[src/rtl/vend_pkg.sv]
// Shared types and coin constants for the vending sequencer and its payout engine.
// Coin values are in nickel units so credit arithmetic stays small and unsigned.
package vend_pkg;

   typedef enum logic [1:0] {
      COLLECT = 2'd0,
      VEND    = 2'd1,
      CHG_REQ = 2'd2,
      CHG_GAP = 2'd3
   } state_t;

   localparam int NICKEL_VAL  = 1;
   localparam int DIME_VAL    = 2;
   localparam int QUARTER_VAL = 5;

   // Value of a single inserted coin; callers must first confirm exactly one pulse is high.
   function automatic int coin_value(input logic nickel, input logic dime, input logic quarter);
      int v;
      v = 0;
      if (nickel)  v = NICKEL_VAL;
      if (dime)    v = DIME_VAL;
      if (quarter) v = QUARTER_VAL;
      return v;
   endfunction

endpackage

[src/rtl/change_payout.sv]
// Coin-at-a-time payout engine: greedy dimes then at most one nickel, with a
// one-cycle all-low gap after every hopper ack. Loaded by start+amount, signals done.
module change_payout
   import vend_pkg::*;
#(
   parameter int CREDIT_W = 5
) (
   input  logic                clk,
   input  logic                reset,
   input  logic                start,
   input  logic [CREDIT_W-1:0] amount,
   input  logic                chg_ack,
   output logic                chg_nickel_req,
   output logic                chg_dime_req,
   output logic [CREDIT_W-1:0] remaining,
   output logic                active,
   output logic                done
);

   localparam logic [CREDIT_W-1:0] DIME_AMT   = CREDIT_W'(DIME_VAL);
   localparam logic [CREDIT_W-1:0] NICKEL_AMT = CREDIT_W'(NICKEL_VAL);

   // COLLECT doubles as the idle state of this engine.
   state_t              state_q, state_d;
   logic [CREDIT_W-1:0] amt_q, amt_d;

   always_ff @(posedge clk or posedge reset) begin
      if (reset) begin
         state_q <= COLLECT;
         amt_q   <= '0;
      end else begin
         state_q <= state_d;
         amt_q   <= amt_d;
      end
   end

   always_comb begin
      state_d = state_q;
      amt_d   = amt_q;
      case (state_q)
         COLLECT: begin
            if (start && (amount != '0)) begin
               amt_d   = amount;
               state_d = CHG_REQ;
            end
         end
         CHG_REQ: begin
            if (chg_ack) begin
               amt_d   = (amt_q >= DIME_AMT) ? (amt_q - DIME_AMT) : (amt_q - NICKEL_AMT);
               state_d = CHG_GAP;
            end
         end
         CHG_GAP: begin
            state_d = (amt_q != '0) ? CHG_REQ : COLLECT;
         end
         default: begin
            state_d = COLLECT;
         end
      endcase
   end

   always_comb begin
      chg_dime_req   = (state_q == CHG_REQ) && (amt_q >= DIME_AMT);
      chg_nickel_req = (state_q == CHG_REQ) && (amt_q == NICKEL_AMT);
      remaining      = amt_q;
      active         = (state_q != COLLECT);
      done           = (state_q == CHG_GAP) && (amt_q == '0);
   end

endmodule

[src/rtl/vend_sequencer.sv]
// Vending sequencer: collects coin credit, runs the vend handshake with timeout,
// and hands change/refunds to change_payout. Coin pulses outside COLLECT are rejected.
module vend_sequencer
   import vend_pkg::*;
#(
   parameter int PRICE        = 5,
   parameter int CREDIT_W     = 5,
   parameter int VEND_TIMEOUT = 255
) (
   input  logic                clk,
   input  logic                reset,
   input  logic                nickel,
   input  logic                dime,
   input  logic                quarter,
   input  logic                cancel,
   input  logic                vend_ack,
   input  logic                chg_ack,
   output logic                vend_req,
   output logic                chg_nickel_req,
   output logic                chg_dime_req,
   output logic                coin_reject,
   output logic                vend_fault,
   output logic                busy,
   output logic [CREDIT_W-1:0] credit
);

   localparam int                  TIMER_W    = $clog2(VEND_TIMEOUT);
   localparam logic [TIMER_W-1:0]  TIMER_LAST = TIMER_W'(VEND_TIMEOUT - 1);
   localparam logic [CREDIT_W-1:0] PRICE_AMT  = CREDIT_W'(PRICE);

   // CHG_REQ here means "payout engine owns the credit"; the engine tracks REQ vs GAP itself.
   state_t              state_q, state_d;
   logic [CREDIT_W-1:0] credit_q, credit_d;
   logic [TIMER_W-1:0]  timer_q, timer_d;
   logic                coin_reject_q, coin_reject_d;
   logic                vend_fault_q, vend_fault_d;

   logic [1:0]          coin_cnt;
   logic                coin_any;
   logic                coin_ok;
   logic [CREDIT_W-1:0] coin_amt;
   logic [CREDIT_W-1:0] sum;

   logic                pay_start;
   logic [CREDIT_W-1:0] pay_amount;
   logic [CREDIT_W-1:0] pay_remaining;
   logic                pay_active;
   logic                pay_done;

   change_payout #(
      .CREDIT_W (CREDIT_W)
   ) u_payout (
      .clk            (clk),
      .reset          (reset),
      .start          (pay_start),
      .amount         (pay_amount),
      .chg_ack        (chg_ack),
      .chg_nickel_req (chg_nickel_req),
      .chg_dime_req   (chg_dime_req),
      .remaining      (pay_remaining),
      .active         (pay_active),
      .done           (pay_done)
   );

   always_comb begin
      coin_cnt = {1'b0, nickel} + {1'b0, dime} + {1'b0, quarter};
      coin_any = nickel | dime | quarter;
      coin_ok  = (state_q == COLLECT) && (coin_cnt == 2'd1);
      coin_amt = CREDIT_W'(coin_value(nickel, dime, quarter));
      sum      = credit_q + coin_amt;
   end

   always_ff @(posedge clk or posedge reset) begin
      if (reset) begin
         state_q       <= COLLECT;
         credit_q      <= '0;
         timer_q       <= '0;
         coin_reject_q <= 1'b0;
         vend_fault_q  <= 1'b0;
      end else begin
         state_q       <= state_d;
         credit_q      <= credit_d;
         timer_q       <= timer_d;
         coin_reject_q <= coin_reject_d;
         vend_fault_q  <= vend_fault_d;
      end
   end

   always_comb begin
      state_d       = state_q;
      credit_d      = credit_q;
      timer_d       = timer_q;
      pay_start     = 1'b0;
      pay_amount    = credit_q;
      vend_fault_d  = 1'b0;
      coin_reject_d = coin_any && !coin_ok;
      case (state_q)
         COLLECT: begin
            if (coin_ok) begin
               if (sum >= PRICE_AMT) begin
                  credit_d = sum - PRICE_AMT;
                  state_d  = VEND;
                  timer_d  = '0;
               end else begin
                  credit_d = sum;
               end
            end else if (cancel && (credit_q != '0)) begin
               pay_start = 1'b1;
               credit_d  = '0;
               state_d   = CHG_REQ;
            end
         end
         VEND: begin
            if (vend_ack) begin
               if (credit_q != '0) begin
                  pay_start = 1'b1;
                  credit_d  = '0;
                  state_d   = CHG_REQ;
               end else begin
                  state_d = COLLECT;
               end
            end else if (timer_q == TIMER_LAST) begin
               // Timed out: refund the price along with any change still owed.
               pay_amount   = credit_q + PRICE_AMT;
               pay_start    = 1'b1;
               credit_d     = '0;
               vend_fault_d = 1'b1;
               state_d      = CHG_REQ;
            end else begin
               timer_d = timer_q + 1'b1;
            end
         end
         CHG_REQ: begin
            if (pay_done) begin
               state_d = COLLECT;
            end
         end
         default: begin
            state_d = COLLECT;
         end
      endcase
   end

   always_comb begin
      vend_req    = (state_q == VEND);
      busy        = (state_q != COLLECT);
      credit      = pay_active ? pay_remaining : credit_q;
      coin_reject = coin_reject_q;
      vend_fault  = vend_fault_q;
   end

endmodule

[config.mk]
export PLATFORM = sky130hd
export DESIGN_NAME = vend_sequencer
export DESIGN_NICKNAME = d
export VERILOG_FILES = /design/src/rtl/vend_pkg.sv /design/src/rtl/change_payout.sv /design/src/rtl/vend_sequencer.sv
export SDC_FILE = /design/constraint.sdc
export NUM_CORES = 1
export LEC_CHECK = 0
export BUFFER_PORTS_ARGS = -buffer_cell sky130_fd_sc_hd__buf_2
export CORE_UTILIZATION = 40
export CTS_CLUSTER_DIAMETER = 100
export DETAILED_ROUTE_END_ITERATION = 8
export PLACE_DENSITY_LB_ADDON = 0.15
export SLEW_MARGIN = 15
export SYNTH_ARGS = -nofsm -noshare
export SYNTH_HDL_FRONTEND = slang
export SYNTH_SLANG_ARGS = --single-unit
[constraint.sdc]
create_clock -name clk -period 3.2 [get_ports clk]
set_input_delay 0 -clock clk [delete_from_list [all_inputs] [get_ports clk]]
set_output_delay 0 -clock clk [all_outputs]
set_load 0.02 [all_outputs]
==> results.toml <==
[status]
status = "finished clean"

[clocking]
cts_hold_buf = 1
numCtsBuffers = 3
cts_tree = "built"
cts_root_buffer = "clkbuf_8"
cts_sinks = 24
cts_resized = 0
clkTransAtPathRegs_ns = 0.09
ctsHtreeMaxLevel = 1
clk-insertion-delay-late_ns = 0.26
postCtsSetupBuffers = 0
cts_buffer_depth = 2

[synth]
avgSynthCellArea_um2 = 9.24
synthCells = 201
ys_async_sr_fraction = 1.00
synth_seq_cells = 24
yosysSeqAreaShare = 0.323
synth_area_leaders = "dfrtp_1 (32%), ha_1 (9.4%), xor2_1 (5.7%), xnor2_1 (3.3%), nand2_1 (3.2%)"
syn_area_um2 = 1860
mappedNetlistNets = 225
synth.top_cell.area_share = 0.323
ys_warn_count = 0
synth_edf_count = 0
ys.flop_type = "dfrtp_1"
synth_top_area_cell = "dfrtp_1"
yosysUniqueCellTypes = 49

[drt]
vias_per_cell = 5.49
wl_per_cell_um = 14.8
num_vias = 1500
wirelength_um = 4050
ant_nets = 0
dr.first_iter.drc_count = 78
firstDrtPassIters = 4
drc = 0

[place]
dp_hpwl_um = 3180
postPlaceCellArea_um2 = 2000
portBuffers = 18
dpl.cell_count = 268
place_congestion = 0.778

[sta]
period_minus_slack_ns = 2.73
tightest_slew_ns = 0.914
fmax_ghz = 0.366
setup_tns_ns = 0
slew_headroom = 0.390
finalCritPeriodShare = 0.853
final_max_slew_viol_count = 0
setup_viol = 0
rsz0062_at_grt = "no"
hold_slack_ns = 0.0606
skew_ns = 0.00636
hold_viol = 0

[worst_setup_path]
cp.arrival_ns = 2.88
worstPathRequired_ns = 3.35
reg2reg_slack_ns = 0.47
startpoint = "state_q[1]"
r2r_start = "state_q[1]"
worst_setup_path_start_kind = "flip-flop"
cp_max_fo = 6
cp-end-kind = "flip-flop"
r2r_cells = 6
reg2reg_to = "u_payout.remaining[3]"
path_class = "flip-flop to flip-flop"
endpoint = "u_payout.remaining[3]"

[layout]
drive_gt1_frac = 0.167
design_area_um2 = 2080
syn_to_final_growth_pct = 12.1
layout_common_cells = "dfrtp_1 (24), buf_2 (18), nand2_1 (16)"
layout_commonest_cell = "dfrtp_1"
diodes = 0
fin_nets = 246
stdcell_count = 273
post-route-util = 0.472

[power]
powerDensity_nw_per_um2 = 786
p_leak_uw = 0.000969
ir_drop_uv = 359

[worst_hold_path]
worstHoldStart = "nickel"
hold_path.class = "primary input to flip-flop"

[floorplan]
dieArea_um2 = 4920
rows = 24
fp.dieW_um = 70.2
start_util = 0.421
core_um2 = 4410
fp.dieH_um = 70.2
io_pins = 19

[global_routing]
grt_pass1_wl_um = 7180
grt_antenna_before_repair = 0
grt_max_degree = 25
first_global_vias = 1486
grt_usage = 0.182
grt_overflow = 0

[flow_run]
drv_cap = 0
[per-layer routing]
metal	GRT usage	wire length (um)	share of wire
met1	0.266	2050	0.51
met2	0.281	1840	0.45
met4	0.0511	35	0.0087
met3	0.0245	116	0.029
met5	0	0	0
[cells in the mapped netlist (2+ instances only)]
cell,count
clkbuf_1,4
a21o_1,3
or3_1,2
nor3_1,5
ha_1,14
dfrtp_1,24
nor2_1,13
fa_1,2
inv_1,14
or4_1,3
a31oi_1,2
a221o_1,3
nand3_1,4
nand4_1,4
nor4_1,3
or3b_1,2
and3_1,2
o211ai_1,2
xor2_1,12
o21ai_0,10
nand3b_1,2
xnor2_1,7
nand2b_1,4
a21oi_1,5
nand2_1,16
or2_2,4
mux2_2,5
nor2b_1,5
a22o_1,5
[worst min path at each step]
stage | end | cells after the start
floorplan | coin_reject | 1
global placement | u_payout.remaining[4] | 2
detailed placement | u_payout.state_q[0] | 2
CTS | u_payout.state_q[0] | 3
global route | coin_reject | 3
finish | coin_reject | 3
[report_power, final]
part / internal [uW] / total (uW) / switching (uW) / leakage, uW
combinational: 395 / 869 / 475 / 0.000629
clock: 167 / 262 / 94.9 / 0.0000357
sequential: 376 / 506 / 130 / 0.000305
[worst max-delay path, stage by stage (launching register included)]
cell	delay (ns)
dfrtp_1	0.43
or3b_1	0.53
nor3_2	0.40
mux2_2	0.39
a21o_1	0.23
o31a_1	0.28
a221o_1	0.34
[metrics by stage]
step	worst slack, ns	power (uW)
CTS	0.474	1650
detailed placement	0.504	1380
global placement	0.467	1390
global route	0.346	1800
finish	0.469	1640
floorplan	0.367	1150
[sequential cells by signal, summed over array words and instances, names as in the netlist]
| signal | count |
|---|---|
| timer_q | 8 |
| credit_q | 5 |
| u_payout.remaining | 5 |
| state_q | 2 |
| u_payout.state_q | 2 |
| coin_reject | 1 |
| vend_fault | 1 |
[cells by family (layout without fill, tap and decap cells)]
kind of cell,count (synthesis),after routing,share of synthesized area
AOI/OAI and AO/OA,41,41,0.159
buffers and inverters,19,39,0.0424
adders and majority gates,16,16,0.116
xor gates and xnor gates,19,19,0.0896
muxes,6,6,0.0357
and+or+nand+nor,76,76,0.234
DFF,24,24,0.323
[final cells by class]
| cell class | count | area [um2] |
|---|---|---|
| clock buffers | 3 | 41.3 |
| clock inverters | 1 | 30.0 |
| fillers | 464 | 2330 |
| inverters | 14 | 52.6 |
| multi-input cells | 158 | 1180 |
| flip-flops and latches | 24 | 601 |
| well taps | 52 | 65.1 |
| repair buffers | 21 | 115 |
No activity file was read; power rests on OpenSTA's default activity.
